File: src/rtl/alu_mul_seq.sv
// Sequential shift-and-add multiplier that performs every addition through
// an external, shared Hack ALU. The result is the low WIDTH bits of a*b.
//
// Ports:
//   clk, rst_n          clock, asynchronous active-low reset
//   start, a, b         request to multiply; operands captured when start is accepted in IDLE
//   busy, done          busy in every state except IDLE; done is a one-cycle pulse in DONE
//   product             registered result, held until the next completion
//   alu_x, alu_y        operands driven to the shared ALU
//   alu_zx..alu_no      Hack ALU control bits (x+y, or all zero when the ALU is not in use)
//   alu_out             combinational ALU result, consumed in the same cycle
module alu_mul_seq #(
  parameter int unsigned WIDTH = 16
) (
  input  logic             clk,
  input  logic             rst_n,
  input  logic             start,
  input  logic [WIDTH-1:0] a,
  input  logic [WIDTH-1:0] b,
  output logic             busy,
  output logic             done,
  output logic [WIDTH-1:0] product,
  output logic [WIDTH-1:0] alu_x,
  output logic [WIDTH-1:0] alu_y,
  output logic             alu_zx,
  output logic             alu_nx,
  output logic             alu_zy,
  output logic             alu_ny,
  output logic             alu_f,
  output logic             alu_no,
  input  logic [WIDTH-1:0] alu_out
);

  localparam logic [2:0] S_IDLE = 3'd0;
  localparam logic [2:0] S_EVAL = 3'd1;
  localparam logic [2:0] S_ADD  = 3'd2;
  localparam logic [2:0] S_DBL  = 3'd3;
  localparam logic [2:0] S_DONE = 3'd4;

  logic [2:0]       state, state_nxt;
  logic [WIDTH-1:0] acc, acc_nxt;
  logic [WIDTH-1:0] mc, mc_nxt;
  logic [WIDTH-1:0] mp, mp_nxt;
  logic [WIDTH-1:0] product_nxt;

  // State and datapath registers
  always_ff @(posedge clk or negedge rst_n) begin
    if (!rst_n) begin
      state   <= S_IDLE;
      acc     <= '0;
      mc      <= '0;
      mp      <= '0;
      product <= '0;
    end else begin
      state   <= state_nxt;
      acc     <= acc_nxt;
      mc      <= mc_nxt;
      mp      <= mp_nxt;
      product <= product_nxt;
    end
  end

  // Next-state, datapath updates and ALU/status decode
  always_comb begin
    state_nxt   = state;
    acc_nxt     = acc;
    mc_nxt      = mc;
    mp_nxt      = mp;
    product_nxt = product;
    busy        = (state != S_IDLE);
    done        = 1'b0;
    alu_x       = '0;
    alu_y       = '0;
    alu_zx      = 1'b0;
    alu_nx      = 1'b0;
    alu_zy      = 1'b0;
    alu_ny      = 1'b0;
    alu_f       = 1'b0;
    alu_no      = 1'b0;

    case (state)
      S_IDLE: begin
        if (start) begin
          acc_nxt   = '0;
          mc_nxt    = a;
          mp_nxt    = b;
          state_nxt = S_EVAL;
        end
      end
      S_EVAL: begin
        if (mp == '0) begin
          product_nxt = acc;
          state_nxt   = S_DONE;
        end else if (mp[0]) begin
          state_nxt = S_ADD;
        end else begin
          state_nxt = S_DBL;
        end
      end
      S_ADD: begin
        // acc + mc through the ALU (f=1 selects x+y)
        alu_x     = acc;
        alu_y     = mc;
        alu_f     = 1'b1;
        acc_nxt   = alu_out;
        state_nxt = S_DBL;
      end
      S_DBL: begin
        // mc + mc doubles the multiplicand; the multiplier shifts right in step
        alu_x     = mc;
        alu_y     = mc;
        alu_f     = 1'b1;
        mc_nxt    = alu_out;
        mp_nxt    = mp >> 1;
        state_nxt = S_EVAL;
      end
      S_DONE: begin
        done      = 1'b1;
        state_nxt = S_IDLE;
      end
      default: begin
        state_nxt = S_IDLE;
      end
    endcase
  end

endmodule

File: config.mk
export PLATFORM = sky130hd
export DESIGN_NAME = alu_mul_seq
export DESIGN_NICKNAME = d
export VERILOG_FILES = /design/src/rtl/alu_mul_seq.sv
export SDC_FILE = /design/constraint.sdc
export NUM_CORES = 1
export LEC_CHECK = 0
export BUFFER_PORTS_ARGS = -buffer_cell sky130_fd_sc_hd__buf_4
export CAP_MARGIN = 20
export CORE_ASPECT_RATIO = 0.5
export CORE_MARGIN = 8
export CORE_UTILIZATION = 50
export DETAILED_ROUTE_END_ITERATION = 8
export GPL_ROUTABILITY_DRIVEN = 0
export PLACE_DENSITY = 0.82
export RECOVER_POWER = 25
export SLEW_MARGIN = 20
export SYNTH_ARGS = -nofsm -noshare
export SYNTH_HDL_FRONTEND = slang
export SYNTH_SLANG_ARGS = --single-unit
export TNS_END_PERCENT = 30
File: constraint.sdc
create_clock -name clk -period 2.4 [get_ports clk]
set_clock_uncertainty 0.2 [all_clocks]
set_input_delay 0.12 -clock clk [delete_from_list [all_inputs] [get_ports clk]]
set_output_delay 0.12 -clock clk [all_outputs]
set_load 0.02 [all_outputs]
==> summary.txt, run 1 <==
Placement
  • PortBufs: 101
  • Dpl ws: 0.364 ns
  • Hpwl dp: 6.35 mm
  • Cell area after placement: 4010 um^2

Floorplan
  • Initial core utilization: 52.4%
  • Core Area: 6130 um^2
  • Die width: 129 um
  • IO Pins: 107
  • Chip height: 72.7 um
  • Rows: 20
  • Die Area: 9400 um^2

Final layout
  • Commonest non-fill, non-tap cell in the layout: buf_4
  • Fraction of layout cells with a size suffix above 1: 29.5%
  • Post-route cell area: 4790 um^2
  • Area of the multi-input gates: 1370 um^2
  • Nets: 507
  • Commonest cells after routing, fill and taps aside: 88 x buf_4, 67 x dfrtp_1, 63 x nor2_1
  • Layout fillers: 356
  • Reg area: 1680 um^2
  • Final Core Density: 78.1%
  • Area growth syn-to-layout: 49.2%

Critical path
  • Reg2reg path depth: 4
  • CP endpoint kind: register
  • CP Launch Type: register
  • Reg2Reg Setup Slack: 0.05 ns
  • Critical Path Max Stage Delay: 0.77 ns
  • CP max stage cell: or4b_1
  • Critical Path AT: 2.37 ns
  • Worst-path fanout max: 9
  • Cell chain of the critical path: or4b_1, nand2_1, a31oi_1, dlygate4sd3_1
  • Worst R2R Start: state[1]
  • CP required: 2.42 ns
  • RR Endpoint: mc[0]
  • Setup CP Type: register to register

Hold path
  • Worst hold stages: 4
  • WHS Endpoint: state[0]
  • Worst hold path class: input port to register
  • HP Start: start

STA
  • Worst setup margin: 0.0523 ns
  • Final hold violation count: 0
  • Post-route setup TNS: 0 ns
  • Hold Slack: 0.0446 ns
  • Pins Over Slew Limit: 68
  • Crit path time final: 2.35 ns
  • Worst relative slew slack: -9.21%
  • Max Clk Rate: 0.426 GHz
  • RSZ-0062 raised after global routing: false
  • Worst-margin pin slew: 1.64 ns
  • Final period util: 97.8%
  • # setup viols final: 0

Global route
  • Met3 Resource Use GR: 6.63%
  • Gr usage total: 23.0%
  • Vias in the first global route: 3188
  • Initial antenna violation count: 1
  • First-pass GRT wire length: 16.7 mm
  • Met2 Track Usage GR: 38.6%
  • Gr ovfl total: 0
  • GRT met1 Usage: 25.9%
  • Largest net degree at the start of global routing: 68
  • Busiest grt layer: met2

Drt
  • Antenna Nets Post-Route: 0
  • TritonRoute pass-1 iters: 6
  • 1st-iter DRT viols: 334
  • Wire per inst: 20.0 um
  • Vias per cell: 5.68
  • Vias: 3123
  • Total Routed Length: 11.0 mm
  • # DRC: 0

CTS
  • Clock transition at path regs: 0.06 ns
  • CTS tree: done
  • Longest Clk Path Bufs: 2
  • Sink Count: 67
  • Htree depth: 3
  • Cell at the root of the clock tree: clkbuf_16
  • Clock Latency Late Sink: 0.34 ns
  • Num CTS Buffers: 9

Power
  • Net Switching: 2590 uW
  • Clock Power Share: 22.4%
  • Pint: 3680 uW
  • Maximum VDD drop: 0.606 mV
  • Combinational power share: 47.0%
  • Power Density: 1310 nW/um^2
  • Sw frac: 41.3%
  • Flop pwr share: 30.6%
  • Leak: 0.00230 uW

Synthesis
  • Synth Flop Type: dfrtp_1
  • Synth Cell Area: 3210 um^2
  • Seq/Total Area, Yosys: 52.2%
  • Async SR Flop Fraction: 100%
  • Synthesis warning total: 0
  • Synth Register Bits: 67
  • Cells after synthesis: 307
  • Count of flip-flops with a built-in enable after synthesis: 0
  • Avg Cell Area, Syn: 10.5 um^2
  • Distinct cells, synth: 32

Run status
  • Failing checks: max-capacitance violations, max-slew violations
  • Status: finished with violations

Job
  • Max cap viols: 1
## registers in the layout, summed over array words and instances (netlist names)
signal	count
mc	16
acc	16
product	16
state	3
mp	16
## critical path, delay by kind of cell (launching register included)
| family | cells | cell delay (ns) |
|---|---|---|
| buf+inv | 1 | 0.57 |
| flops | 1 | 0.46 |
| simple gates | 2 | 0.93 |
| compound gates | 1 | 0.08 |
## power by group through the flow
stage	logic (uW)	registers, uW	clock network, uW
after floorplan	1840	1780	0
after global placement	2590	1860	0
after detailed placement	2680	1890	0
after CTS	2790	1880	1390
after global routing	3130	1960	1460
final	2950	1920	1400
## worst max path at each step
stage                  start          end  cells past startpoint
finish              state[1]        mc[0]                      4
global route        state[1]        mc[0]                      4
global placement    state[2]       mp[14]                      4
CTS                 state[0]        mc[0]                      7
detailed placement    mp[10]  product[15]                      5
floorplan             mp[10]  product[10]                      5
## metrics by stage
stage	power, uW	instances
final	6270	550
after floorplan	3620	311
after detailed placement	4580	482
after CTS	6060	548
after global placement	4440	482
after global routing	6540	550
## area by class of cell
cell class                      instances  area share (%)
Antenna cell                            1          0.0522
Clock buffer                           11            4.86
Clock inverter                          5            1.62
Inverter                                2           0.235
Multi-Input combinational cell        216            28.6
Sequential cell                        67            35.0
Tap cell                               88            2.30
Timing Repair Buffer                  160            27.3
## layer usage
metal | routed length (um) | vias up | part of all wire (%)
li1 | - | 1361 | -
met1 | 4150 | 1536 | 38
met2 | 5530 | 192 | 50
met3 | 953 | 34 | 8.7
met4 | 366 | 0 | 3.3
met5 | 0 | - | 0
## cells in the mapped netlist (4+ instances only)
cell	number	area, um^2
dfrtp_1	67	1680
nor2_1	63	236
nand2_1	33	124
and2_1	17	106
a22o_1	16	140
a31oi_1	16	100
mux2i_1	16	160
o22ai_1	16	100
buf_2	9	45.0
mux2_4	9	135
mux2_2	7	78.8
clkbuf_1	6	22.5
buf_4	5	37.5
buf_6	4	45.0
nor4_2	4	50.1
## repair_timing
action / 4_1_cts / 5_1_grt
setup endpoints to repair: 0 / 16
gates resized for setup: 0 / 4
hold buffers: 50 / 0
setup buffers: 0 / 1
hold endpoints to repair: 115 / 0
## kinds of logic after synthesis
kind of cell           count (synthesis)  share of synthesized area, %
AOI/OAI and AO/OA                     50                          11.1
buffers and inverters                 28                          5.65
DFF                                   67                          52.2
muxes                                 32                          11.6
other                                  1                         0.117
and+or+nand+nor                      129                          19.2
Power figures use the tool's default switching activity.
==> inputs of run 2 (changes only) <==
Settings changed: CELL_PAD_IN_SITES_DETAIL_PLACEMENT set to 1, CELL_PAD_IN_SITES_GLOBAL_PLACEMENT set to 1, CORE_UTILIZATION 50 to 38, PLACE_DENSITY 0.82 to 0.83.
==> run 2 against run 1 <==
Against the previous run: the flow now finishes without violations; die area rose by 26%; total power up 5.9%; setup slack better by 0.16 ns; via count is 0.64% lower; maximum frequency rose by 7.5%; largest cell class unchanged; largest power group unchanged.
==> summary.txt, run 2 (same netlist as run 1, synthesis figures left out) <==
Critical path
  • CP max stage cell: dfrtp_1
  • Critical Path Max Stage Delay: 0.46 ns (-0.31 ns)
  • Worst-path fanout max: 10 (+1)
  • Bufs and invs on worst path: 3 (+2)
  • Crit path max-delay family: simple AND/OR/NAND/NOR gates
  • CP endpoint kind: output pin
  • Cell chain of the critical path: nand2b_2, clkinvlp_4, buf_4, and2_1, buf_4
  • Critical Path AT: 1.86 ns (-0.51 ns)
  • CP Launch Type: register
  • CP dominant cell by count: buf_4
  • Setup CP Type: register to output pin
  • CP required: 2.08 ns (-0.34 ns)

Final layout
  • Commonest cells after routing, fill and taps aside: 97 x buf_4, 67 x dfrtp_1, 63 x nor2_1
  • Nets: 509 (+0.39%)
  • Fraction of layout cells with a size suffix above 1: 30.2% (+0.74 points)
  • Area growth syn-to-layout: 51.2%
  • Commonest non-fill, non-tap cell in the layout: buf_4
  • Post-route cell area: 4860 um^2 (+1.4%)
  • Non-Filler Instances: 576 (+4.7%)

Power
  • Power Density: 1370 nW/um^2 (+4.5%)
  • Leak: 0.00233 uW (+1.2%)
  • Final Power: 6640 uW (+5.9%)
  • Maximum VDD drop: 0.565 mV (-6.7%)

Drt
  • 1st-iter DRT viols: 137 (-59%)
  • TritonRoute pass-1 iters: 4 (-2)
  • Wire per inst: 23.1 um (+15%)
  • Vias per cell: 5.39 (-5.1%)
  • Antenna Nets Post-Route: 0 (unchanged)
  • Vias: 3103 (-0.64%)
  • Total Routed Length: 13.3 mm (+21%)
  • # DRC: 0 (unchanged)

Floorplan
  • Die Area: 11800 um^2 (+26%)
  • Core Area: 8120 um^2 (+32%)
  • Rows: 23 (+15%)
  • IO Pins: 107 (unchanged)
  • Chip height: 81.0 um (+11%)
  • Die width: 146 um (+13%)
  • Initial core utilization: 39.6% (-13 points)

STA
  • Worst relative slew slack: 43.3% (+52 points)
  • Max Clk Rate: 0.458 GHz (+7.5%)
  • RSZ-0062 raised after global routing: false
  • # setup viols final: 0 (unchanged)
  • Final period util: 91.0% (-6.8 points)
  • Pins Over Slew Limit: 0 (-100%)
  • Post-route setup TNS: 0 ns (unchanged)
  • Crit path time final: 2.18 ns (-0.163 ns)
  • Final hold violation count: 0 (unchanged)
  • Worst-margin pin slew: 0.851 ns (-0.787 ns)
  • Worst setup margin: 0.215 ns (+0.163 ns)

CTS
  • Htree depth: 3 (unchanged)
  • Clock Latency Late Sink: 0.34 ns (about the same)
  • Cell at the root of the clock tree: clkbuf_16
  • Num CTS Buffers: 9 (unchanged)
  • Sink Count: 67 (unchanged)
  • Clock transition at path regs: 0.06 ns (about the same)
  • CTS tree: done
  • Longest Clk Path Bufs: 2 (unchanged)

Global route
  • Largest net degree at the start of global routing: 68 (unchanged)
  • Initial antenna violation count: 0 (-1)
  • Gr ovfl total: 0 (unchanged)
  • First-pass GRT wire length: 20.8 mm (+24%)
  • Vias in the first global route: 3646 (+14%)
  • Gr usage total: 22.9% (-0.071 points)

Placement
  • PortBufs: 101 (unchanged)
  • Dpl ws: 0.251 ns (-0.113 ns)
  • Hpwl dp: 7.35 mm (+16%)
  • Cell count after placement: 508 (+5.4%)
  • Cell area after placement: 4030 um^2 (+0.50%)

Job
  • Max cap viols: 0 (-1)

Run status
  • Status: complete, no violations

Hold path
  • Worst hold path class: input port to register
-- run 2: cell types whose count changed in the layout (fill, tap and decap cells not counted), sizes merged --
cell	change
buf	+4
bufinv	+2
clkinv	-2
clkinvlp	-1
dlygate4sd3	-1
-- run 2: layer usage --
metal / up-vias / GRT usage, % / part of all wire (%)
met5: - / 0 / 0
met4: 0 / 12.3 / 3.1
met3: 35 / 6.32 / 3.7
met2: 100 / 42.9 / 53
met1: 1616 / 23.9 / 40
li1: 1352 / - / -
-- run 2: cell type report --
class | count | area, um^2
Inverter | 2 | 11.3
Tap cell | 112 | 140
Sequential cell | 67 | 1680
Antenna cell | 1 | 2.50
Multi-Input combinational cell | 216 | 1370
Fill cell | 886 | 3260
Timing Repair Buffer | 162 | 1280
Clock inverter | 4 | 120
Clock buffer | 12 | 256
-- run 2: metrics by stage --
stage	hold WS [ns]	util [%]
3_5_place_dp	0.0829	49.6
4_1_cts	0.0817	60.5
6_report	0.118	59.9
5_1_grt	0.110	59.8
3_3_place_gp	0.0679	49.6
2_1_floorplan	-0.376	-
-- run 2: tightest hold or removal path, cell delays in order --
cell	delay [ns]
buf_4	0.09
nor2b_1	0.20
a311oi_1	0.08
nor2_1	0.11
-- run 2: power by group --
group | total, uW | switching [uW] | leakage (uW) | internal [uW]
clock | 1690 | 513 | 0.000183 | 1180
sequential | 1930 | 393 | 0.000820 | 1530
combinational | 3020 | 1810 | 0.00133 | 1210
-- run 2: path summary, 6_finish.rpt --
path / start / end / slack, ns / depth (start not counted)
min: start / state[0] / 0.12 / 4
min in group asynchronous: rst_n / mp[0] / 0.25 / 2
min reg2reg: product[2] / product[2] / 0.33 / 1
max reg2reg: state[0] / acc[15] / 0.22 / 5
max in group asynchronous: rst_n / mc[3] / 1.21 / 2
max: state[2] / alu_y[14] / 0.22 / 5
-- run 2: timing repair --
item                                   in CTS  in global routing
resized for setup                           1                  1
setup buffers                               2                  0
setup endpoints to repair                   9                 16
endpoints found under the hold margin     115                  0
pin swaps                                   0                  0
hold buffers                               49                  0
